File: src/rtl/systolic_feeder.sv
// rtl/systolic_feeder.sv - operand loader and diagonal skewer for the systolic matrix-multiply array
module systolic_feeder #(
  parameter int SIZE   = 8,
  parameter int I_BITS = 8,
  parameter int FLUSH  = SIZE
) (
  input  logic                   i_clock,
  input  logic                   i_reset,
  input  logic                   i_valid,
  output logic                   o_ready,
  input  logic [SIZE*I_BITS-1:0] i_a_row,
  input  logic [SIZE*I_BITS-1:0] i_b_col,
  output logic                   o_array_clear,
  output logic [SIZE*I_BITS-1:0] o_a_full,
  output logic [SIZE*I_BITS-1:0] o_b_full,
  output logic                   o_busy,
  output logic                   o_done
);

  localparam int KW = $clog2(SIZE + 1);
  localparam int TW = $clog2(2 * SIZE);
  localparam int FW = $clog2(FLUSH + 1);
  localparam int IW = $clog2(SIZE);

  localparam logic [KW-1:0] K_LAST = KW'(SIZE - 1);
  localparam logic [TW-1:0] T_LAST = TW'(2 * SIZE - 2);
  localparam logic [FW-1:0] F_LAST = FW'(FLUSH - 1);

  typedef enum logic [2:0] {
    S_LOAD,
    S_CLEAR,
    S_FEED,
    S_FLUSH,
    S_DONE
  } state_t;

  state_t state, state_n;

  logic [KW-1:0] k;
  logic [TW-1:0] t;
  logic [FW-1:0] f;
  logic          accept;

  // a_bank[r] is row r of A packed by column; b_bank[c] is column c of B packed by row.
  logic [SIZE*I_BITS-1:0] a_bank [SIZE];
  logic [SIZE*I_BITS-1:0] b_bank [SIZE];

  always_ff @(posedge i_clock or negedge i_reset) begin
    if (!i_reset) begin
      state <= S_LOAD;
    end else begin
      state <= state_n;
    end
  end

  always_comb begin
    state_n       = state;
    o_ready       = 1'b0;
    o_array_clear = 1'b0;
    o_busy        = 1'b0;
    o_done        = 1'b0;
    accept        = 1'b0;
    unique case (state)
      S_LOAD: begin
        o_ready = 1'b1;
        accept  = i_valid;
        if (i_valid && (k == K_LAST)) state_n = S_CLEAR;
      end
      S_CLEAR: begin
        o_array_clear = 1'b1;
        o_busy        = 1'b1;
        state_n       = S_FEED;
      end
      S_FEED: begin
        o_busy = 1'b1;
        if (t == T_LAST) state_n = S_FLUSH;
      end
      S_FLUSH: begin
        o_busy = 1'b1;
        if (f == F_LAST) state_n = S_DONE;
      end
      S_DONE: begin
        o_done  = 1'b1;
        state_n = S_LOAD;
      end
      default: state_n = S_LOAD;
    endcase
  end

  always_ff @(posedge i_clock or negedge i_reset) begin
    if (!i_reset) begin
      k <= '0;
      t <= '0;
      f <= '0;
    end else begin
      if (accept) begin
        k <= k + KW'(1);
      end else if (state == S_DONE) begin
        k <= '0;
      end
      t <= (state == S_FEED)  ? t + TW'(1) : '0;
      f <= (state == S_FLUSH) ? f + FW'(1) : '0;
    end
  end

  always_ff @(posedge i_clock or negedge i_reset) begin
    if (!i_reset) begin
      a_bank <= '{default: '0};
      b_bank <= '{default: '0};
    end else if (accept) begin
      a_bank[k[IW-1:0]] <= i_a_row;
      b_bank[k[IW-1:0]] <= i_b_col;
    end
  end

  // Lane q lags by q beats: row q of the array sees A[q][t-q], column q sees B[t-q][q].
  for (genvar q = 0; q < SIZE; q++) begin : g_lane
    logic [TW-1:0]     dl;
    logic [I_BITS-1:0] a_lane;
    logic [I_BITS-1:0] b_lane;

    always_comb begin
      dl     = t - TW'(q);
      a_lane = '0;
      b_lane = '0;
      if ((state == S_FEED) && (t >= TW'(q)) && (dl < TW'(SIZE))) begin
        a_lane = a_bank[q][dl[IW-1:0]*I_BITS +: I_BITS];
        b_lane = b_bank[q][dl[IW-1:0]*I_BITS +: I_BITS];
      end
    end

    assign o_a_full[I_BITS*q +: I_BITS] = a_lane;
    assign o_b_full[I_BITS*q +: I_BITS] = b_lane;
  end

endmodule

File: config.mk
export PLATFORM = sky130hd
export DESIGN_NAME = systolic_feeder
export DESIGN_NICKNAME = d
export VERILOG_FILES = /design/src/rtl/systolic_feeder.sv
export SDC_FILE = /design/constraint.sdc
export NUM_CORES = 2
export LEC_CHECK = 0
export BUFFER_PORTS_ARGS = -buffer_cell sky130_fd_sc_hd__buf_2
export CAP_MARGIN = 20
export CORE_UTILIZATION = 41
export DETAILED_ROUTE_END_ITERATION = 12
export SYNTH_ARGS = -nofsm -noshare
export SYNTH_HDL_FRONTEND = slang
export SYNTH_SLANG_ARGS = --single-unit
export TNS_END_PERCENT = 100
File: constraint.sdc
create_clock -name i_clock -period 5.9 [get_ports i_clock]
set_clock_uncertainty 0.2 [all_clocks]
set_input_delay 0.885 -clock i_clock [delete_from_list [all_inputs] [get_ports i_clock]]
set_output_delay 0.885 -clock i_clock [all_outputs]
set_load 0.01 [all_outputs]
* Word-level counts from Yosys, hierarchy flattened
Cells that the tools add are included. Widths: inputs -> output; s select.
Storage, ports and cells: register bits 1039, bits of input ports 131, logic and storage cells 130
Cells by class: $add $sub $neg 10, order comparisons 18, equality and inequality tests 10, shift-type cells 16, mux-type cells 33, bitwise logic cells 1, reductions and logical operators 22
Operators by type and width (number):
- $bwmux 512 | 2
- $shiftx 64x7->8 | 16
- $demux 64 s3 | 1
- $mux 8 | 16
- $mux 64 | 1
- $lt 4x4->1 const B | 8
- $logic_and 1x1->1 | 18
- $ge 4x3->1 const B | 4
- $mux 4 | 4
- $sub 4x3->4 const B | 4
- $add 4x1->4 const B | 3
- $pmux 3 s4 | 1
- $mux 3 | 3
- $eq 4x3->1 const B | 2
- $ge 4x1->1 const B | 2
- $ge 4x2->1 const B | 2
- $sub 4x2->4 const B | 2
- $eq 3x2->1 const B | 2
- $ne 2x2->1 const B | 3
- $mux 1 | 5
- $eq 4x4->1 const B | 1
- $ge 4x4->1 const B | 1
- $lt 4x1->1 const B | 1
- $not 3->4 | 1
- other kinds (7) | 7

* Depth between registers and ports, before layout
depth after elaboration 6, depth in mapped cells 11, depth with buffers taken out 6

* Worst setup path before layout
No wires, ideal clock.
path type register -> output, start point register t[1], end point output port o_a_full[14], arrival time 3119 ps, data required time 4815 ps, path slack 1696 ps, cell stages (with the launch flop) 11, cells stage by stage dfrtp_1 > clkbuf_1 > buf_2 > clkinv_1 > clkbuf_1 > ha_1 > clkbuf_1 > nand2b_1 > clkbuf_1 > o22ai_1 > a2111oi_0
Between the ends: word-level cells in the longest chain between the ends 4
RTL lines:
- from (decl) | RTL line 40 | logic [TW-1:0] t;
- from (signal assigned) | RTL line 101 | t <= (state == S_FEED) ? t + TW'(1) : '0;
- branches (longest 3 deep; another with $sub 4x1->4)
- $mux 8 (*) | RTL line 126 | if ((state == S_FEED) && (t >= TW'(q)) && (dl < TW'(SIZE))) begin
- to (decl) | RTL line 14 | output logic [SIZE*I_BITS-1:0] o_a_full,
Every way passes the cells marked *.

* Worst setup path after layout
start point register t[2], end point output port o_a_full[9]
Same word-level chain as after synthesis.

==> flow_summary_export.csv <==
group,metric,value,unit
critical_path,cp_slowest_cell,"dfrtp_4",
die,die_height,343,um
timing,relSlewSlack,0.147,
timing,tightestPinTransition,1250,ps
synthesis,synth_seq_cells,1039,
timing,fin_ws,248,ps
outcome,violations,"design-rule violations",
critical_path,end_kind,"output pin",
synthesis,synth_cells,3151,
clocking,cts-root-buf,"clkbuf_16",
synthesis,yosysUniqueCellTypes,47,
critical_path,reg2reg_depth,6,
global_route,track_usage,0.245,
drt,first_pass_iters,9,
placement,gp_congestion,0.816,
timing,hold_viol_final,0,
die,die_w,343,um
hold_path,hold_start,"f[0]",
synthesis,synthArstFlopShare,1.00,
finish,nets,3519,
drt,drc,24,
global_route,met1_usage,0.385,
drt,detail-route-antenna-nets,0,
pwr,p_per_area,552,nW/um^2
critical_path,critPathMaxStageDelay,850,ps
global_route,first_global_vias,29100,
synthesis,synth_warnings,0,
finish,design_area,53900,sq um
clocking,clock-sinks,1039,
timing,period_share,0.958,
finish,syn_to_final_growth,13.3,%
timing,setup_violations,0,
pwr,p_leak,23.9,nW
critical_path,arrival,4570,ps
global_route,grt_max_degree,174,
synthesis,synth.avg_cell_area,15.1,sq um
synthesis,synth_common_cells,"dfrtp_1 (1039), mux2_2 (956), mux2_1 (182)",
critical_path,r2r-start,"state[1]",
synthesis,synth_top_area_share,0.547,
critical_path,crit_start,"t[2]",
global_route,gr-total-overflow,0,
clocking,clk_latency,690,ps
synthesis,synth_top_area_cell,"dfrtp_1",
global_route,grt_pass1_wl,210,mm
synthesis,synth_ff_type,"dfrtp_1",
global_route,use_met3,0.0514,
drt,vias_per_cell,5.79,
hold_path,hold_class,"flip-flop to flip-flop",
synthesis,synth_area,47500,sq um
die,row_count,124,
placement,dp_slack,882,ps
drt,wl_per_cell,28.6,um
die,die_area,117000,sq um
timing,fmax,177,MHz
drt,first_iter_violations,2478,
synthesis,syn_nets,3297,
critical_path,required,4820,ps
clocking,cts_buffers,112,
global_route,grt_busiest_layer,"met1",
timing,min_period,5650,ps
die,ios,263,
drt,via_count,28900,
clocking,clk_path_buf_depth,3,
clocking,cts.repair.resized,0,
die,core,115000,sq um
placement,port_buffers,262,
critical_path,startpoint_type,"flip-flop",
outcome,status,"complete, but fails checks",
critical_path,cp_max_fo,37,
critical_path,critical_path_class,"flip-flop to output pin",
timing,slew_viol_final,0,
die,start_util,0.415,
placement,place_area,50000,sq um
synthesis,synth_edf_count,0,
clocking,cts_tree,"yes",
synthesis,synth_seq_area_share,0.547,
hold_path,holdPathStages,1,
job,maxCapViolations,0,
critical_path,worstPathCellList,"inv_1, ha_1, a21boi_0, xnor2_1, nand3_1, buf_4, a2111oi_0, buf_2",
global_route,antenna_found_initial,23,
timing,fin_setup_tns,0,ps
synthesis,synthTopCellsByArea,"dfrtp_1 (55%), mux2_2 (23%), mux4_2 (6.1%)",
synthesis,synth.most_common_cell,"dfrtp_1",
global_route,grt.met2_usage,0.341,
pwr,vdd_drop_max,0.000415,V
clocking,clkTransAtPathRegs,60,ps
placement,dp.final_hpwl,93.0,mm
drt,routed_wl,143,mm
clocking,cts.htree.levels,3,
timing,rsz0062_at_grt,"false",
finish,layout-drive-gt1-share,0.472,
[power by group]
group / total (mW) / leakage, nW / switching (mW) / internal, mW
Combinational: 10.4 / 8.95 / 4.95 / 5.42
Clock: 7.20 / 1.88 / 2.98 / 4.23
Sequential: 12.1 / 13.0 / 1.66 / 10.5
Total: 29.7 / 23.9 / 9.59 / 20.1
[cells in the final DEF (no fill, tap or decap), types with 60 or more instances in the layout]
cell type	netlist	final
dfrtp_1	1039	1036
mux2_2	956	956
buf_2	59	261
mux2_1	182	182
mux4_2	128	128
clkbuf_16	0	114
nand2_1	108	105
mux2i_1	81	81
nor2b_1	66	65
o22ai_1	64	64
a211oi_1	64	64
a2111oi_0	64	60
[flip-flops by register name (all words and copies together), names as in the netlist]
signal,flops
state,3
k,4
a_bank,512
b_bank,512
f,4
t,4
[area by class of cell]
cell class,count,area (sq um)
Inverter,5,18.8
Fill cell,9995,60800
Tap cell,1512,1890
Clock buffer,170,3400
Multi-Input combinational cell,1881,20100
Clock inverter,34,392
Timing Repair Buffer,334,2030
Sequential cell,1039,26000
Antenna cell,5,12.5
[worst paths after layout]
kind / to / slack (ps)
max: o_a_full[9] / 250
max reg2reg: a_bank[161] / 2930
max in group asynchronous: b_bank[307] / 3410
min in group asynchronous: a_bank[436] / 590
min: f[0] / 260
min reg2reg: f[0] / 260
[routing by layer]
| layer | part of all wire | wire [um] |
|---|---|---|
| met1 | 0.48 | 69100 |
| met2 | 0.42 | 60200 |
| met5 | 0.0012 | 168 |
| met3 | 0.073 | 10300 |
| met4 | 0.019 | 2770 |
[through the flow]
| stage | util | total power [mW] | instances | hold slack (ps) |
|---|---|---|---|---|
| final | 0.470 | 29.7 | 4980 | 261 |
| after floorplan | - | 19.3 | 3151 | 233 |
| after detailed placement | 0.436 | 22.5 | 4769 | 260 |
| after global placement | 0.436 | 22.3 | 4763 | 251 |
| after CTS | 0.470 | 29.8 | 4974 | 268 |
| after global routing | 0.470 | 31.3 | 4976 | 296 |
[worst max-delay path, delay by kind of cell (launching register included)]
kind / cells / cell delay, ps
flip-flops: 1 / 850
AND/OR/NAND/NOR: 1 / 600
buffers and inverters: 3 / 1000
adder cells (fa/ha/maj): 1 / 300
AO/OA/AOI/OAI: 2 / 920
XOR/XNOR: 1 / 180
[timing repair]
| item | CTS | global route |
|---|---|---|
| endpoints found under the hold margin | 25 | 0 |
| buffers inserted | 0 | 0 |
| hold buffers | 1 | 0 |
[cells by family (layout without fill, tap and decap cells)]
logic type	after synthesis	after routing	synth area share
DFF	1039	1039	0.547
buffers and inverters	231	543	0.0331
and+or+nand+nor	241	241	0.0257
other	0	5	0
xor gates and xnor gates	8	8	0.00147
muxes	1361	1361	0.352
AOI/OAI and AO/OA	256	256	0.0373
adders and majority gates	15	15	0.00395
No activity file was read; power rests on OpenSTA's default activity.
